**src/rtl/vga_timing_pkg.sv**
```systemverilog
// Shared 640x480@60 raster constants for the timing generator, renderer and sprite logic.
// Also holds a small width helper used to size the raster counters.
package vga_timing_pkg;

    localparam int CLK_DIV  = 4;
    localparam int H_SYNC   = 96;
    localparam int H_BP     = 48;
    localparam int H_ACTIVE = 640;
    localparam int H_FP     = 16;
    localparam int V_SYNC   = 2;
    localparam int V_BP     = 33;
    localparam int V_ACTIVE = 480;
    localparam int V_FP     = 10;

    localparam int H_TOTAL  = H_SYNC + H_BP + H_ACTIVE + H_FP;
    localparam int V_TOTAL  = V_SYNC + V_BP + V_ACTIVE + V_FP;
    localparam int H_START  = H_SYNC + H_BP;
    localparam int V_START  = V_SYNC + V_BP;

    // Centre of the visible window in raster coordinates: (464,275).
    localparam int SCREEN_XCENTER = H_START + H_ACTIVE / 2;
    localparam int SCREEN_YCENTER = V_START + V_ACTIVE / 2;

    function automatic int cnt_width(input int modulus);
        return (modulus > 1) ? $clog2(modulus) : 1;
    endfunction

endpackage

```
**src/rtl/vga_timing_gen_mod_counter.sv**
```systemverilog
// Modulo-MOD counter advancing on inc; wrap flags the increment that returns it to zero.
// Used for the pixel divider and the horizontal and vertical raster counters.
module mod_counter
    import vga_timing_pkg::*;
#(
    parameter int MOD = 2,
    localparam int W  = cnt_width(MOD)
) (
    input  logic         clk,
    input  logic         rst,
    input  logic         inc,
    output logic [W-1:0] count,
    output logic         wrap
);

    localparam logic [W-1:0] LAST = W'(MOD - 1);

    assign wrap = inc && (count == LAST);

    // NOTE: state registers use non-blocking assignments so every chained counter sees pre-edge values.
    always_ff @(posedge clk) begin
        if (rst) begin
            count <= '0;
        end else if (inc) begin
            count <= wrap ? '0 : count + 1'b1;
        end
    end

endmodule

```
**src/rtl/vga_timing_gen.sv**
```systemverilog
// VGA raster timing: pixel-rate divider, h/v counters, sync/blanking and frame strobes.
// Every output is registered from next-state counter values, so all outputs stay cycle-aligned.
module vga_timing_gen
    import vga_timing_pkg::*;
#(
    parameter int CLK_DIV  = vga_timing_pkg::CLK_DIV,
    parameter int H_SYNC   = vga_timing_pkg::H_SYNC,
    parameter int H_BP     = vga_timing_pkg::H_BP,
    parameter int H_ACTIVE = vga_timing_pkg::H_ACTIVE,
    parameter int H_FP     = vga_timing_pkg::H_FP,
    parameter int V_SYNC   = vga_timing_pkg::V_SYNC,
    parameter int V_BP     = vga_timing_pkg::V_BP,
    parameter int V_ACTIVE = vga_timing_pkg::V_ACTIVE,
    parameter int V_FP     = vga_timing_pkg::V_FP
) (
    input  logic        clk,
    input  logic        rst,
    output logic        pixel_tick,
    output logic [9:0]  hCount,
    output logic [9:0]  vCount,
    output logic        bright,
    output logic        hSync,
    output logic        vSync,
    output logic        frame_start,
    output logic [15:0] frame_cnt
);

    localparam int H_TOT = H_SYNC + H_BP + H_ACTIVE + H_FP;
    localparam int V_TOT = V_SYNC + V_BP + V_ACTIVE + V_FP;
    localparam int DW    = cnt_width(CLK_DIV);
    localparam int HW    = cnt_width(H_TOT);
    localparam int VW    = cnt_width(V_TOT);

    // One spare bit so the window end compares correctly even when it equals a power of two.
    localparam logic [HW:0] H_SYNC_END  = (HW + 1)'(H_SYNC);
    localparam logic [HW:0] H_ACT_BEGIN = (HW + 1)'(H_SYNC + H_BP);
    localparam logic [HW:0] H_ACT_END   = (HW + 1)'(H_SYNC + H_BP + H_ACTIVE);
    localparam logic [VW:0] V_SYNC_END  = (VW + 1)'(V_SYNC);
    localparam logic [VW:0] V_ACT_BEGIN = (VW + 1)'(V_SYNC + V_BP);
    localparam logic [VW:0] V_ACT_END   = (VW + 1)'(V_SYNC + V_BP + V_ACTIVE);

    generate
        if (CLK_DIV < 1 || H_TOT > 1024 || V_TOT > 1024) begin : g_bad_params
            $error("vga_timing_gen: CLK_DIV must be >= 1 and raster totals must be <= 1024");
        end
    endgenerate

    logic [DW-1:0] w_div_count;
    logic          w_div_wrap;
    logic [HW-1:0] w_h_count;
    logic          w_h_wrap;
    logic [VW-1:0] w_v_count;
    logic          w_v_wrap;
    logic [HW-1:0] w_h_next;
    logic [VW-1:0] w_v_next;
    logic [HW:0]   w_h_ext;
    logic [VW:0]   w_v_ext;
    logic          w_unused;

    mod_counter #(.MOD(CLK_DIV)) u_div (
        .clk   (clk),
        .rst   (rst),
        .inc   (1'b1),
        .count (w_div_count),
        .wrap  (w_div_wrap)
    );

    mod_counter #(.MOD(H_TOT)) u_h_cnt (
        .clk   (clk),
        .rst   (rst),
        .inc   (w_div_wrap),
        .count (w_h_count),
        .wrap  (w_h_wrap)
    );

    mod_counter #(.MOD(V_TOT)) u_v_cnt (
        .clk   (clk),
        .rst   (rst),
        .inc   (w_h_wrap),
        .count (w_v_count),
        .wrap  (w_v_wrap)
    );

    assign w_unused = ^w_div_count;

    // Values the h/v counters will hold after this edge.
    assign w_h_next = w_div_wrap ? (w_h_wrap ? '0 : w_h_count + 1'b1) : w_h_count;
    assign w_v_next = w_h_wrap   ? (w_v_wrap ? '0 : w_v_count + 1'b1) : w_v_count;
    assign w_h_ext  = {1'b0, w_h_next};
    assign w_v_ext  = {1'b0, w_v_next};

    logic        r_pixel_tick;
    logic        r_frame_start;
    logic        r_bright;
    logic        r_hsync;
    logic        r_vsync;
    logic [15:0] r_frame_cnt;

    always_ff @(posedge clk) begin
        if (rst) begin
            r_pixel_tick  <= 1'b0;
            r_frame_start <= 1'b0;
            r_bright      <= 1'b0;
            r_hsync       <= 1'b0;
            r_vsync       <= 1'b0;
            r_frame_cnt   <= 16'd0;
        end else begin
            r_pixel_tick  <= w_div_wrap;
            r_frame_start <= w_v_wrap;
            r_bright      <= (w_h_ext >= H_ACT_BEGIN) && (w_h_ext < H_ACT_END) &&
                             (w_v_ext >= V_ACT_BEGIN) && (w_v_ext < V_ACT_END);
            r_hsync       <= !(w_h_ext < H_SYNC_END);
            r_vsync       <= !(w_v_ext < V_SYNC_END);
            if (w_v_wrap) begin
                r_frame_cnt <= r_frame_cnt + 16'd1;
            end
        end
    end

    assign pixel_tick  = r_pixel_tick;
    assign frame_start = r_frame_start;
    assign bright      = r_bright;
    assign hSync       = r_hsync;
    assign vSync       = r_vsync;
    assign frame_cnt   = r_frame_cnt;
    assign hCount      = 10'(w_h_count);
    assign vCount      = 10'(w_v_count);

endmodule
```
**config.mk**
```make
export PLATFORM = sky130hd
export DESIGN_NAME = vga_timing_gen
export DESIGN_NICKNAME = d
export VERILOG_FILES = /design/src/rtl/vga_timing_pkg.sv /design/src/rtl/vga_timing_gen_mod_counter.sv /design/src/rtl/vga_timing_gen.sv
export SDC_FILE = /design/constraint.sdc
export NUM_CORES = 1
export LEC_CHECK = 0
export CAP_MARGIN = 20
export CELL_PAD_IN_SITES_DETAIL_PLACEMENT = 1
export CELL_PAD_IN_SITES_GLOBAL_PLACEMENT = 2
export CORE_MARGIN = 10
export CORE_UTILIZATION = 33
export DETAILED_ROUTE_END_ITERATION = 10
export MAX_ROUTING_LAYER = met4
export PLACE_DENSITY = 0.89
export SETUP_SLACK_MARGIN = 0.1
export SYNTH_ARGS = -nofsm -noshare
export SYNTH_HDL_FRONTEND = slang
export SYNTH_SLANG_ARGS = --single-unit
```
**constraint.sdc**
```tcl
create_clock -name clk -period 5.9 [get_ports clk]
set_clock_uncertainty 0.2 [all_clocks]
set_input_delay 1.18 -clock clk [delete_from_list [all_inputs] [get_ports clk]]
set_output_delay 1.18 -clock clk [all_outputs]
set_load 0.03 [all_outputs]
```
==> parameters.txt <==
Parameter                              Value

Worst setup path
  Launching element type of the critical path    flop
  Depth of the most critical reg-to-reg path    7
  CP endpoint kind    flop
  Signal arrival time at the worst endpoint    approximately 3000 ps
  Delay of the slowest cell on the worst path    690 ps
  Worst reg2reg endpoint    frame_cnt[15]$_SDFFE_PP0P_
  Slack of the worst reg-to-reg path    between 2000 and 3000 ps
  CP max-delay cell    sky130_fd_sc_hd__and3_1
  Largest fanout of any net on the critical path    20
  Critical Setup Path Class    flop to flop
  Worst path required time    5870 ps
  Worst r2r src    u_div.count[0]$_SDFF_PP0_
  Most used cell, CP    sky130_fd_sc_hd__and3_1
  Cells along the critical path    ha_1 > and3_1 > and3_1 > nand4_1 > nor4_1 > xnor2_1 > nor2_1

Yosys
  Proportion of register bits with asynchronous set or reset after synthesis    0%
  Post-synthesis sequential area ratio    39.0%
  Cells after Synth    roughly 260
  Number of synthesized register bits    43
  Post-synthesis average cell area    8.66 um2
  Unique cell type count in the Yosys netlist    55
  Cell Area, Synth    ~0.0022 mm2
  Number of flops mapped to enable cells by yosys    0
  Synthesized netlist net count    between 200 and 300
  Warning count from the yosys run    0
  Most used flip-flop cell after synthesis    sky130_fd_sc_hd__dfxtp_1

Timing
  Post-route minimum period    3080 ps
  TNS Setup    0 ps
  Setup violators final    0
  Relative slew slack    between 50% and 60%
  Fmax achieved    between 300 and 400 MHz
  Hold violation count in the final report    0
  Final count of pins violating max slew    0
  Post-route fraction of the period consumed by the critical path    52.2%
  Unrepaired setup endpoints after global routing    no
  Actual slew at the worst max-slew pin    ~730 ps

Clocking
  Count of cells resized by post-cts repair    0
  CTS Sinks    43
  Source-to-sink clock delay at the later pin of the worst-skew pair    just under 300 ps
  Total CTS buffers    5
  Hold-fix buffer count after cts    0
  Clock transition time at the flip-flop clock pins of the worst setup and hold paths    around 80 ps
  Number of setup buffers added after CTS    0
  TritonCTS clock tree    built
  Clk Tree Root Cell    sky130_fd_sc_hd__clkbuf_8
  Number of levels the H-tree was split into    2
  Clock buffer depth    2

Power and ir drop
  Maximum vdd ir drop    between 0.00008 and 0.00009 V
  Reported leakage power    just over 0.9 nW
  Pwr per Cell Area    194 mW/mm2

Layout
  Commonest cells after routing, fill and taps aside    sky130_fd_sc_hd__dfxtp_1, sky130_fd_sc_hd__clkdlybuf4s50_1, sky130_fd_sc_hd__nor2_1
  Number of antenna cells inserted    0
  Layout cells sized above 1    about 5.5%
  Number of fill cells in the layout    ~760
  Final layout net count    296
  Area growth, synth to finish    25.2%
  Final Core Density    a little over two fifths
  Most common library cell in the layout ignoring fill and taps    sky130_fd_sc_hd__dfxtp_1
  Filler-free cell count of the finished design    ~370
  Post-route design area    0.00277 mm2

Floorplanning
  Num rows    29
  Die Y-Extent    roughly 100 um
  Placeable core region    between 0.006 and 0.007 mm2
  Top Ports    43
  Die area    approximately 0.010 mm2
  Effective utilization at floorplan    34.4%
  Horizontal die dimension    slightly above 100 um

Route
  Post-Route WL    just over 6000 um
  First drt pass iteration count    4
  DRC Markers    0
  Total via count after detailed routing    ~2,000
  Post-DR vias/cell    ~5.5
  Residual antenna-violating net count after detailed routing    0
  Wire length per cell    between 15 and 20 um
  Number of design-rule violations left by the first detailed-router iteration    75

Worst hold path
  Startpoint of the tightest hold check path    u_div.count[0]$_SDFF_PP0_
  Hold-critical path endpoint    u_div.count[0]$_SDFF_PP0_
  Number of instances on the worst hold path    1
  Worst hold-check path type    flop to flop

Global routing
  Overall routing resource usage    between 10 and 15%
  Wire length of the first global-routing pass    around 10,000 um
  Via count of the first global-routing pass    slightly above 2,000
  Maximum number of pins on one net before global-route repair    between 40 and 50
  Remaining global-route overflow    0
  Number of antenna violations at the first check in global routing    0

Status
  Status    finished, final reports clean

Placed design
  Count of input and output buffers    42
  Detailed placer's ending HPWL    around 4400 um
  RePlAce Congestion    0.837
  # placed instances    roughly 360
  Area post-placement    ~0.0027 mm2

Job
  Max capacitance violation total    0
[cells in the mapped netlist, types with 2 or more instances]
cell                       count  area, um2
sky130_fd_sc_hd__a211o_1       3       26.3
sky130_fd_sc_hd__a211oi_1      2       15.0
sky130_fd_sc_hd__a21oi_1       9       45.0
sky130_fd_sc_hd__a41oi_1       2       17.5
sky130_fd_sc_hd__and2_1        2       12.5
sky130_fd_sc_hd__and3_1        4       25.0
sky130_fd_sc_hd__and4_1        4       35.0
sky130_fd_sc_hd__buf_2         8       40.0
sky130_fd_sc_hd__clkbuf_1      6       22.5
sky130_fd_sc_hd__dfxtp_1      43        861
sky130_fd_sc_hd__ha_1          5       62.6
sky130_fd_sc_hd__inv_1         5       18.8
sky130_fd_sc_hd__mux2i_1       2       20.0
sky130_fd_sc_hd__nand2_1      14       52.6
sky130_fd_sc_hd__nand2b_1      3       18.8
sky130_fd_sc_hd__nand3_1      14       70.1
sky130_fd_sc_hd__nand4_1      12       75.1
sky130_fd_sc_hd__nand4b_1      3       26.3
sky130_fd_sc_hd__nor2_1       30        113
sky130_fd_sc_hd__nor2b_1       4       25.0
sky130_fd_sc_hd__nor3_1       12       60.1
sky130_fd_sc_hd__nor3b_1       2       15.0
sky130_fd_sc_hd__nor4_1        3       18.8
sky130_fd_sc_hd__o21ai_0       5       25.0
sky130_fd_sc_hd__o21ai_1       2       10.0
sky130_fd_sc_hd__or3_1         3       18.8
sky130_fd_sc_hd__or4_1         2       15.0
sky130_fd_sc_hd__xnor2_1       9       78.8
sky130_fd_sc_hd__xor2_1       16        140
[power by group]
group          switching [W]   total, W  internal, W
Clock               0.000103   0.000227     0.000124
Sequential        0.00000172   0.000294     0.000293
Combinational     0.00000906  0.0000144   0.00000532
Total               0.000114   0.000536     0.000422
[worst max-delay path, delay by kind of cell, from the launching register on]
family        cells  cell delay [ps]
fa+ha+maj         1              360
simple gates      5             1870
flops             1              350
xor+xnor          1              160
[sequential cells by signal (all words and copies together) (netlist names)]
name,cells
vSync,1
frame_start,1
bright,1
u_div.count,2
u_v_cnt.count,10
pixel_tick,1
frame_cnt,16
hSync,1
u_h_cnt.count,10
[stage by stage]
stage,hold WS [ps],power [W],worst slack [ps]
3_5_place_dp,233,0.000316,2820
2_1_floorplan,204,0.000310,3320
4_1_cts,246,0.000547,2790
6_report,244,0.000536,2820
3_3_place_gp,211,0.000315,2940
5_1_grt,266,0.000556,2520
[routing by layer]
metal  track usage (%)  up-vias  wire (um)
li1                  -      989          -
met1              15.8      971       3010
met2              19.0       37       2720
met3              3.34        6        288
met4              3.41        0         61
met5                 -        -          0
[worst max-delay path by stage]
stage                     cells past startpoint                          to  slack, ps                         from
after floorplan                               9           bright$_SDFF_PP0_       3320  u_v_cnt.count[0]$_SDFF_PP0_
after global placement                        7  frame_cnt[15]$_SDFFE_PP0P_       2940    u_div.count[0]$_SDFF_PP0_
after detailed placement                      7  frame_cnt[15]$_SDFFE_PP0P_       2820    u_div.count[0]$_SDFF_PP0_
after CTS                                     7  frame_cnt[15]$_SDFFE_PP0P_       2790    u_div.count[0]$_SDFF_PP0_
after global routing                          7  frame_cnt[15]$_SDFFE_PP0P_       2520    u_div.count[0]$_SDFF_PP0_
final                                         7  frame_cnt[15]$_SDFFE_PP0P_       2820    u_div.count[0]$_SDFF_PP0_
[cells by family after synthesis]
logic type	count (synthesis)	synth area share, %
flops	43	39.0
xor+xnor	25	9.92
buf+inv	21	4.19
simple gates	122	31.1
fa+ha+maj	5	2.83
mux	2	0.907
compound gates	37	12.1
[layout make-up]
cell class / instances / area (um2) / area share [%]
multi-input cells: 191 / 1250 / 45.4
flip-flops and latches: 43 / 861 / 31.1
repair buffers: 43 / 428 / 15.5
clock inverters: 2 / 37.5 / 1.36
inverters: 5 / 18.8 / 0.679
well taps: 77 / 96.3 / 3.48
clock buffers: 5 / 68.8 / 2.49
(Power assumes the default switching activity.)
